<file path="config.mk">
export PLATFORM = sky130hd
export DESIGN_NAME = rr_arbiter_n
export DESIGN_NICKNAME = d
export VERILOG_FILES = /design/src/rtl/rr_arbiter_n.sv
export SDC_FILE = /design/constraint.sdc
export NUM_CORES = 1
export LEC_CHECK = 0
export CORE_MARGIN = 10
export CORE_UTILIZATION = 40
export CTS_BUF_LIST = sky130_fd_sc_hd__clkbuf_4
export DETAILED_ROUTE_END_ITERATION = 12
export GPL_TIMING_DRIVEN = 0
export PLACE_DENSITY = 0.69
export RECOVER_POWER = 25
export SLEW_MARGIN = 0
export SYNTH_ARGS = -nofsm -noshare
export SYNTH_HDL_FRONTEND = slang
export SYNTH_SLANG_ARGS = --single-unit
</file>
<file path="constraint.sdc">
create_clock -name clk -period 3.1 [get_ports clk]
set_input_delay 0.465 -clock clk [delete_from_list [all_inputs] [get_ports clk]]
set_output_delay 0.465 -clock clk [all_outputs]
set_load 0.02 [all_outputs]
</file>
<file path="src/rtl/rr_arbiter_n.sv">
// rr_arbiter_n: round-robin arbiter for N requesters with a bounded grant-hold window.
// The grant is registered and one-hot. The binary owner index and the valid flag come
// from the same registers. A requester keeps the grant while it keeps requesting, up to
// HOLD_MAX cycles. After that, or once it drops its request, priority rotates past it.
`timescale 1ns/1ps

module rr_arbiter_n #(
    parameter  int N        = 4,          // number of requesters, 2..32
    parameter  int HOLD_MAX = 8,          // max consecutive grant cycles, 0 = unlimited
    localparam int IW       = $clog2(N)   // width of gnt_id
) (
    input  logic          clk,
    input  logic          rst,            // asynchronous, active-high
    input  logic [N-1:0]  req,
    output logic [N-1:0]  gnt,
    output logic [IW-1:0] gnt_id,
    output logic          gnt_valid
);

    // The hold counter only has to reach HOLD_MAX.
    // In unlimited mode a single saturating bit is enough.
    localparam int             CW       = (HOLD_MAX == 0) ? 1 : $clog2(HOLD_MAX + 1);
    localparam logic [CW-1:0]  HOLD_LIM = CW'(HOLD_MAX);
    localparam logic [IW-1:0]  LAST_IDX = IW'(N - 1);

    typedef enum logic {
        S_IDLE  = 1'b0,
        S_GRANT = 1'b1
    } state_t;

    // Index of the lowest set bit of v. Returns 0 when v is empty; callers gate on |v.
    function automatic logic [IW-1:0] lowest_set(input logic [N-1:0] v);
        logic [IW-1:0] idx;
        idx = '0;
        for (int i = N - 1; i >= 0; i--) begin
            if (v[i]) begin
                idx = IW'(i);
            end
        end
        return idx;
    endfunction

    // Increment modulo N. This keeps non-power-of-2 N away from indices >= N.
    function automatic logic [IW-1:0] wrap_inc(input logic [IW-1:0] x);
        return (x == LAST_IDX) ? '0 : x + 1'b1;
    endfunction

    // ------------------------------------------------------------------
    // Registered state
    // ------------------------------------------------------------------
    state_t         r_state;
    logic [IW-1:0]  r_owner;
    logic [IW-1:0]  r_ptr;
    logic [CW-1:0]  r_hold_cnt;
    logic [N-1:0]   r_gnt;

    // ------------------------------------------------------------------
    // Combinational arbitration
    // ------------------------------------------------------------------
    logic [IW-1:0]  w_scan_base;    // first index with top priority this cycle
    logic [N-1:0]   w_upper_mask;   // bits at or above the scan base
    logic [N-1:0]   w_req_upper;    // requests that win before the scan wraps
    logic           w_req_any;
    logic [IW-1:0]  w_win_idx;      // arb(req, w_scan_base)
    logic [N-1:0]   w_win_onehot;
    logic           w_window_ok;    // hold window not yet exhausted
    logic           w_keep;         // current owner keeps the grant
    logic [CW-1:0]  w_hold_inc;

    // Idle: scan from the stored pointer. At release: scan from the slot after the
    // owner, so the outgoing owner gets the lowest priority.
    always_comb begin
        w_scan_base = r_ptr;
        if (r_state == S_GRANT) begin
            w_scan_base = wrap_inc(r_owner);
        end
    end

    // The rotating scan is split into two passes. The "upper" pass covers requests
    // at index >= base. If none is found, the lowest request overall is the
    // wrapped-around winner.
    genvar gi;
    generate
        for (gi = 0; gi < N; gi++) begin : g_mask
            assign w_upper_mask[gi] = (IW'(gi) >= w_scan_base);
            assign w_win_onehot[gi] = (w_win_idx == IW'(gi));
        end
    endgenerate

    assign w_req_upper = req & w_upper_mask;
    assign w_req_any   = |req;

    // Pick the winner: the first request at or above base, otherwise the first from 0.
    always_comb begin
        if (|w_req_upper) begin
            w_win_idx = lowest_set(w_req_upper);
        end else begin
            w_win_idx = lowest_set(req);
        end
    end

    // Keep decision: the owner still requests and its hold window is still open.
    always_comb begin
        w_window_ok = (HOLD_MAX == 0) || (r_hold_cnt < HOLD_LIM);
        w_keep      = (r_state == S_GRANT) && req[r_owner] && w_window_ok;
    end

    // Hold counter step. It saturates in unlimited mode and never wraps to zero.
    always_comb begin
        w_hold_inc = r_hold_cnt + 1'b1;
        if ((HOLD_MAX == 0) && (&r_hold_cnt)) begin
            w_hold_inc = r_hold_cnt;
        end
    end

    // Arbiter FSM. Grant, owner, pointer and hold count all update together here.
    always_ff @(posedge clk or posedge rst) begin
        if (rst) begin
            r_state    <= S_IDLE;
            r_owner    <= '0;
            r_ptr      <= '0;
            r_hold_cnt <= '0;
            r_gnt      <= '0;
        end else begin
            case (r_state)
                S_IDLE: begin
                    if (w_req_any) begin
                        r_state    <= S_GRANT;
                        r_owner    <= w_win_idx;
                        r_gnt      <= w_win_onehot;
                        r_hold_cnt <= CW'(1);
                        r_ptr      <= wrap_inc(w_win_idx);
                    end
                end
                S_GRANT: begin
                    if (w_keep) begin
                        r_hold_cnt <= w_hold_inc;
                    end else if (w_req_any) begin
                        // Back-to-back handover. This may be the same owner again
                        // when it is the only requester left.
                        r_owner    <= w_win_idx;
                        r_gnt      <= w_win_onehot;
                        r_hold_cnt <= CW'(1);
                        r_ptr      <= wrap_inc(w_win_idx);
                    end else begin
                        // Nobody left. The pointer keeps the value from the last grant.
                        r_state    <= S_IDLE;
                        r_gnt      <= '0;
                        r_hold_cnt <= '0;
                    end
                end
                default: begin
                    r_state    <= S_IDLE;
                    r_gnt      <= '0;
                    r_hold_cnt <= '0;
                end
            endcase
        end
    end

    // ------------------------------------------------------------------
    // Outputs: all taken straight from the grant registers
    // ------------------------------------------------------------------
    assign gnt       = r_gnt;
    assign gnt_id    = r_owner;
    assign gnt_valid = |r_gnt;

endmodule

</file>
==> results.cfg, run 1 <==
[clocking]
clock_latency_ps = 280
clk_pin_slew_worst_paths_ps = 80
cts_buffer_depth = 2
htree_levels = 1
cts-root-buf = clkbuf_4
cts_setup_buffers = 0
cts.sinks = 13
postCtsResizedCells = 0
cts_tree = done
cts-buffers-inserted = 3
ctsHoldBuffers = 0

[grt]
global_route.usage.total_pct = 8.36
overflow = 0
grt_pass1_vias = 623
antenna_found_initial = 0
grt_pass1_wl_mm = 2.83
grt_start_max_net_pins = 14

[timing]
setup_viol = 0
tightest_slew_ps = 573
max_freq_ghz = 0.397
rsz0062_at_grt = false
fin_crit_sh_pct = 81.2
slew_headroom_pct = 61.5
setup_tns_ps = 0
finalMaxSlewViolations = 0
fin_worst_skew_ps = 0.648
period_needed_ps = 2520
layout_setup_ws_ps = 584
hold_violations = 0

[floorplan]
rows = 16
num_io_pins = 13
core-area_um2 = 1920
start_util_pct = 41.1
die-area_um2 = 4150
die_w_um = 64.4
die_y_um = 64.4

[place]
portBuffers = 12
place_congestion = 0.805
dp_hpwl_mm = 1.25
dpl_worst_slack_ps = 582

[critical_path]
cp-startpoint = gnt_id[0]$_DFFE_PP0P_
worstPathArrival_ps = 2680
required_ps = 3270
path_cells = ha_1, mux2i_1, mux2_2, o2111ai_1, inv_1, ha_1, mux2_4
crit_slowest_cell = dfrtp_1
path_max_fanout = 7
path_buf_inv = 1
critPathLaunchType = flip-flop
r2r_start = gnt_id[0]$_DFFE_PP0P_
worstSetupPathType = flip-flop to flip-flop
critPathCaptureType = flip-flop
crit_family = multiplexers
cpMostUsedCell = ha_1
cpPeakStageDelay_ps = 480

[drt]
antenna_left = 0
remaining_drc_errors = 0
vias = 579
drt-total-wl_mm = 1.64
vias_per_cell = 5.26
wl_per_cell_um = 14.9
firstDrtPassIters = 3
drt-initial-drc-count = 1

[synth]
synthAdderAreaFrac_pct = 9.51
synth.area.mux_share_pct = 13.0
syn_inst = 67
synth_top_family_by_area = compound AO/OA/AOI/OAI gates
ys_ff_latch = 13
synth_fp_nets = 79
avgSynthCellArea_um2 = 11.8
synth_xor_area_share_pct = 0
synth_compound_area_share_pct = 17.6
ys_seq_area_share_pct = 41.2
synth-simple-area-share_pct = 13.8
synth_warnings = 0
ys_types = 28
syn_area_um2 = 790

[power]
power.density_nw_per_um2 = 1040
power_frac_clock_pct = 11.3
total_leakage_power_nw = 0.456
switching_share_pct = 39.3
comb_power_share_pct = 59.0
p_seq_share_pct = 29.8
cell_internal_pwr_mw = 0.614
ir_drop_uv = 598
switchingPower_mw = 0.398

[cells_and_area]
synthToLayoutAreaGrowth_pct = 23.3
final_common_cell = dfrtp_1
layout.nets = 96
drive_gt1_share_pct = 16.9
mostFrequentLayoutCells = 13 x dfrtp_1, 11 x clkdlybuf4s50_1, 7 x a22o_1
antenna_cells = 0

[min_path]
hold_path_class = flip-flop to flip-flop
hold_start = r_ptr[0]$_DFFE_PP0P_

[run_status]
status = finished, final reports clean

[run]
cap_violations = 0
## layer usage
metal	share of wire, %	global-route usage [%]	wire (um)	vias up
met5	0	0	0	-
met1	46	9.71	744	282
met2	49	13.4	800	7
li1	-	-	-	290
met3	5.6	4.64	91	0
met4	0	1.34	0	0
## layout make-up
class,count,area (um2)
Multi-Input combinational cell,47,425
Tap cell,27,33.8
Buffer,3,23.8
Timing Repair Buffer,12,120
Sequential cell,13,325
Clock buffer,4,30.0
Fill cell,188,948
Inverter,4,15.0
## power groups by stage
stage | registers [mW] | clock network (mW) | logic (mW)
floorplan | 0.324 | 0 | 0.402
global placement | 0.300 | 0 | 0.588
detailed placement | 0.306 | 0 | 0.599
CTS | 0.302 | 0.120 | 0.604
global route | 0.313 | 0.129 | 0.664
finish | 0.301 | 0.114 | 0.597
## final timing paths
kind	endpoint	slack [ps]	cells after the start
hold reg to reg	r_ptr[0]$_DFFE_PP0P_	520	1
setup reg to reg	r_ptr[1]$_DFFE_PP0P_	580	7
hold / removal	r_ptr[0]$_DFFE_PP0P_	520	1
max in group asynchronous	gnt[3]$_DFFE_PP0P_	2130	2
min in group asynchronous	r_hold_cnt[1]$_DFFE_PP0P_	640	2
setup / recovery	r_ptr[1]$_DFFE_PP0P_	580	7
## sequential cells by signal, indices dropped and copies added, names as in the netlist
name,flops
r_ptr,2
r_hold_cnt,4
gnt,4
gnt_id,2
r_state,1
## logic make-up (layout without fill, tap and decap cells)
| kind of cell | count (synthesis) | after routing |
|---|---|---|
| fa+ha+maj | 6 | 6 |
| mux | 8 | 8 |
| compound gates | 17 | 17 |
| simple gates | 16 | 16 |
| buf+inv | 7 | 23 |
| flops | 13 | 13 |
## worst register-to-register path: stages, from the launching register on
cell       delay, ps
dfrtp_1          480
ha_1             340
mux2i_1          320
mux2_2           380
o2111ai_1        170
inv_1            150
ha_1             320
mux2_4           260
## stage by stage
stage,power (mW),util (%),hold WS (ps),instances,instance area [um2]
2_1_floorplan,0.726,-,342,67,790
3_3_place_gp,0.888,49.1,497,106,943
3_5_place_dp,0.905,49.1,494,106,943
4_1_cts,1.03,50.7,512,110,973
5_1_grt,1.10,50.7,546,110,973
6_report,1.01,50.7,519,110,973
## synth_stat cells (all sizes together)
master    n  area share, %
mux2      6             10
nor3b     1           0.95
nor4b     1            1.9
or4       2            1.9
dfrtp    13             41
inv       4            1.9
or3b      1            1.1
nor3      1           0.63
a21oi     1           0.63
nor2b     1           0.79
nand2b    4            3.2
o2111ai   1            1.1
o21a      1           0.95
clkbuf    1           0.63
a22o      7            7.8
a211oi    2            1.9
mux2i     2            2.5
o32ai     1            1.1
ha        6            9.5
buf       2            2.4
and3      1           0.79
nand4     2            1.6
o2bb2ai   1            1.1
o22ai     1           0.79
nor2      2           0.95
a211o     2            2.2
(Power assumes the default switching activity.)
==> run 2, diff against run 1 <==
==> constraint.sdc (replaced) <==
create_clock -name clk -period 2.5 [get_ports clk]
set_input_delay 0.375 -clock clk [delete_from_list [all_inputs] [get_ports clk]]
set_output_delay 0.375 -clock clk [all_outputs]
set_load 0.02 [all_outputs]
==> run 2 against run 1 <==
Against the previous run:
- maximum frequency rose by 7.4%
- clock skew barely moved
- sequential share of layout area fell by 0.59 points
- sequential power rose by 26%
- routed wire length rose by 0.73%
- hold slack barely moved
- cell area rose by 2.2%
- critical path depth did not move
- first-iteration DRC count rose to 5.0 times the previous value
- core utilization rose by 1.1 points
- critical endpoint unchanged
==> results.cfg, run 2 (synthesis results as in run 1) <==
[timing]
slew_headroom_pct = 61.7
fin_crit_sh_pct = 93.7
tightest_slew_ps = 571
hold_violations = 0
period_needed_ps = 2340
setup_viol = 0
finalMaxSlewViolations = 0
setup_tns_ps = 0
fin_worst_skew_ps = 0.578
max_freq_ghz = 0.427
rsz0062_at_grt = false
worst_hold_slack_ps = 519

[power]
ir_drop_uv = 787
power.density_nw_per_um2 = 1310
total_leakage_power_nw = 0.457
power_mw = 1.31

[critical_path]
required_ps = 2670
r2r_cells = 7
critPathCaptureType = flip-flop
worstSetupPathType = flip-flop to flip-flop
worstPathArrival_ps = 2510
critPathLaunchType = flip-flop
path_max_fanout = 7

[place]
portBuffers = 12
dp_hpwl_mm = 1.25
dpl_cell_area_um2 = 943
place_congestion = 0.805

[floorplan]
die_y_um = 64.4
core-area_um2 = 1920
start_util_pct = 41.1
die-area_um2 = 4150
rows = 16
die_w_um = 64.4
num_io_pins = 13

[grt]
overflow = 0
grt_start_max_net_pins = 14
global_route.usage.total_pct = 8.37
antenna_found_initial = 0
grt_pass1_vias = 624
grt_pass1_wl_mm = 2.83

[clocking]
cts_tree = done
cts-root-buf = clkbuf_4
cts.sinks = 13
clk_pin_slew_worst_paths_ps = 80
cts-buffers-inserted = 3
cts_buffer_depth = 2
htree_levels = 1
clock_latency_ps = 280

[drt]
vias_per_cell = 5.23
drt-initial-drc-count = 5
wl_per_cell_um = 14.8
drt-total-wl_mm = 1.65
firstDrtPassIters = 4
antenna_left = 0
vias = 580
remaining_drc_errors = 0

[min_path]
hold_path_class = flip-flop to flip-flop
holdPathStages = 1

[cells_and_area]
drive_gt1_share_pct = 20.2
final_area_um2 = 995
antenna_cells = 0
layout.nets = 97
mostFrequentLayoutCells = 12 x dfrtp_1, 11 x clkdlybuf4s50_1, 7 x a22o_1
final_common_cell = dfrtp_1
synthToLayoutAreaGrowth_pct = 26.0

[run]
cap_violations = 0

[run_status]
status = finished, final reports clean
run 2: cell types whose count changed in the layout (fill, tap and decap cells not counted), sizes merged:
cell / change
buf: +1
run 2: final timing paths:
path                                       startpoint                        end  slack [ps]
worst max-delay path            gnt_id[0]$_DFFE_PP0P_       r_ptr[1]$_DFFE_PP0P_         160
worst min-delay path             r_ptr[0]$_DFFE_PP0P_       r_ptr[0]$_DFFE_PP0P_         520
worst max register to register  gnt_id[0]$_DFFE_PP0P_       r_ptr[1]$_DFFE_PP0P_         160
worst min register to register   r_ptr[0]$_DFFE_PP0P_       r_ptr[0]$_DFFE_PP0P_         520
max in group asynchronous                         rst      gnt_id[0]$_DFFE_PP0P_        1580
min in group asynchronous                         rst  r_hold_cnt[1]$_DFFE_PP0P_         550
run 2: where the power goes:
part | switching (mW) | leakage, nW | total [mW] | internal [mW]
sequential | 0.0840 | 0.159 | 0.380 | 0.296
combinational | 0.359 | 0.279 | 0.786 | 0.426
clock | 0.0687 | 0.0184 | 0.142 | 0.0728
run 2: area by class of cell:
cell class,instances,area [um2]
Buffer,3,23.8
Sequential cell,13,327
Inverter,4,15.0
Tap cell,27,33.8
Clock buffer,4,30.0
Multi-Input combinational cell,47,438
Timing Repair Buffer,13,128
Fill cell,182,927
run 2: stage by stage:
step	utilization, %	cells	setup slack, ps
CTS	50.8	110	26.3
detailed placement	49.1	106	-17.9
floorplan	-	67	144
global route	51.8	111	51.5
finish	51.8	111	157
global placement	49.1	106	24.0
run 2: routing by layer:
layer	global-route usage [%]	vias to the layer above	wire length (um)
li1	-	290	-
met4	1.34	0	0
met5	0	-	0
met2	13.4	7	813
met3	4.64	0	89
met1	9.73	283	744
run 2: timing repair:
item | CTS | global route
setup endpoints to repair | 1 | 2
gates resized for setup | 1 | 2
gates cloned | 0 | 0
hold buffers | 0 | 0
buffers inserted | 0 | 1
endpoints found under the hold margin | 0 | 0
run 2: worst max-delay path, stage by stage, from the launching register on:
cell,delay [ps]
dfrtp_2,470
ha_1,350
mux2i_4,200
mux2_2,360
o2111ai_1,170
inv_1,110
ha_1,310
mux2_4,260
==> run 3, diff against run 2 <==
--- a/config.mk
+++ b/config.mk
@@ -9,7 +9,6 @@
 export CORE_UTILIZATION = 40
 export CTS_BUF_LIST = sky130_fd_sc_hd__clkbuf_4
 export DETAILED_ROUTE_END_ITERATION = 12
-export GPL_TIMING_DRIVEN = 0
 export PLACE_DENSITY = 0.69
 export RECOVER_POWER = 25
 export SLEW_MARGIN = 0
==> run 3 against run 2 <==
Against the previous run:
- clock power grew 3%
- total power shrank 2.1%
- routed wire length rose by 1.4%
- die area unchanged
- sequential cell count did not move
- cell count unchanged
- worst setup slack gained 20 ps
- sequential share of layout area increased by 0.38 points
- count of clock-buffer cells in the layout unchanged
==> results.cfg, run 3 (synthesis results as in run 1) <==
[run_status]
status = finished, final reports clean

[critical_path]
cpPeakStageDelay_ps = 440
critPathCaptureType = flip-flop
reg2reg_to = r_ptr[1]$_DFFE_PP0P_
required_ps = 2670
cpMostUsedCell = ha_1
crit_slowest_cell = dfrtp_1
worstPathArrival_ps = 2490
rrSetupSlack_ps = 180
critPathLaunchType = flip-flop
r2r_cells = 7
worstSetupPathType = flip-flop to flip-flop
path_cells = ha_1, mux2i_1, mux2_2, o2111ai_1, inv_1, ha_1, mux2_4
cp-startpoint = gnt_id[1]$_DFFE_PP0P_
path_max_fanout = 5
r2r_start = gnt_id[1]$_DFFE_PP0P_

[floorplan]
die_y_um = 64.4
die_w_um = 64.4
core-area_um2 = 1920
die-area_um2 = 4150
num_io_pins = 13
start_util_pct = 41.1
rows = 16

[timing]
finalMaxSlewViolations = 0
setup_viol = 0
fin_worst_skew_ps = 1.66
worst_hold_slack_ps = 522
slew_headroom_pct = 67.1
setup_tns_ps = 0
fin_crit_sh_pct = 92.9
period_needed_ps = 2320
layout_setup_ws_ps = 177
hold_violations = 0
tightest_slew_ps = 493
max_freq_ghz = 0.430
rsz0062_at_grt = false

[power]
power_mw = 1.28
total_leakage_power_nw = 0.463
ir_drop_uv = 769
power.density_nw_per_um2 = 1310

[drt]
remaining_drc_errors = 0
vias_per_cell = 5.59
antenna_left = 0
vias = 620
drt-initial-drc-count = 14
firstDrtPassIters = 4
drt-total-wl_mm = 1.67
wl_per_cell_um = 15.0

[min_path]
hold_start = r_hold_cnt[3]$_DFFE_PP0P_
holdPathStages = 1
hold_path_class = flip-flop to flip-flop
holdPathEnd = r_hold_cnt[3]$_DFFE_PP0P_

[grt]
antenna_found_initial = 0
grt_start_max_net_pins = 14
global_route.usage.total_pct = 8.70
grt_pass1_vias = 636
overflow = 0
grt_use_met2_pct = 13.4
grt_pass1_wl_mm = 2.97
grtUsageMet1_pct = 10.9
grt_util_met3_pct = 4.30
grt_busiest_layer = met2

[place]
portBuffers = 12
dp_hpwl_mm = 1.25
dpl_worst_slack_ps = 180
dp.cells = 107
place_congestion = 0.724
dpl_cell_area_um2 = 950

[cells_and_area]
final_cells = 111
register_area_um2 = 325
synthToLayoutAreaGrowth_pct = 24.1
drive_gt1_share_pct = 17.9
utilization_pct = 51.0
layout.nets = 97
mostFrequentLayoutCells = 13 x dfrtp_1, 11 x clkdlybuf4s50_1, 7 x a22o_1
final_area_um2 = 980
multi_input_area_um2 = 425
antenna_cells = 0
final_common_cell = dfrtp_1
fillers = 180

[clocking]
clock_latency_ps = 280
cts-root-buf = clkbuf_4
ctsHoldBuffers = 0
clk_pin_slew_worst_paths_ps = 90
postCtsResizedCells = 0
cts-buffers-inserted = 3
cts_setup_buffers = 0
cts.sinks = 13
htree_levels = 1
cts_buffer_depth = 2
cts_tree = done

[run]
cap_violations = 0
## run 3: cell count changes in the layout (fill, tap and decap cells not counted), sizes merged
cell    previous run  this run
buf                3         4
clkbuf             5         4
## run 3: area by class of cell
| cell class | instances | area share [%] |
|---|---|---|
| multi-input cells | 47 | 43.4 |
| flip-flops and latches | 13 | 33.2 |
| repair buffers | 16 | 15.3 |
| well taps | 27 | 3.45 |
| clock buffers | 4 | 3.07 |
| inverters | 4 | 1.53 |
## run 3: worst max-delay path by stage
| stage | slack, ps | to | depth (start not counted) |
|---|---|---|---|
| after floorplan | 140 | r_ptr[1]$_DFFE_PP0P_ | 7 |
| after global placement | 210 | r_ptr[1]$_DFFE_PP0P_ | 7 |
| after detailed placement | 180 | r_ptr[1]$_DFFE_PP0P_ | 7 |
| after CTS | 180 | r_ptr[1]$_DFFE_PP0P_ | 7 |
| after global routing | 50 | r_ptr[1]$_DFFE_PP0P_ | 7 |
| final | 180 | r_ptr[1]$_DFFE_PP0P_ | 7 |
## run 3: worst max-delay path, delay by kind of cell (launching register included)
family / cells / cell delay (ps)
muxes: 3 / 930
AOI/OAI and AO/OA: 1 / 110
buffers and inverters: 1 / 130
DFF: 1 / 440
adders and majority gates: 2 / 620
## run 3: power breakdown
part           switching (mW)  leakage [nW]  internal, mW
clock                  0.0735        0.0184        0.0727
combinational           0.361         0.284         0.412
sequential             0.0663         0.160         0.294
## run 3: per-layer routing
metal	up-vias	part of all wire, %
li1	294	-
met1	309	45
met2	15	49
met3	2	5.2
met4	0	0.30
met5	-	0
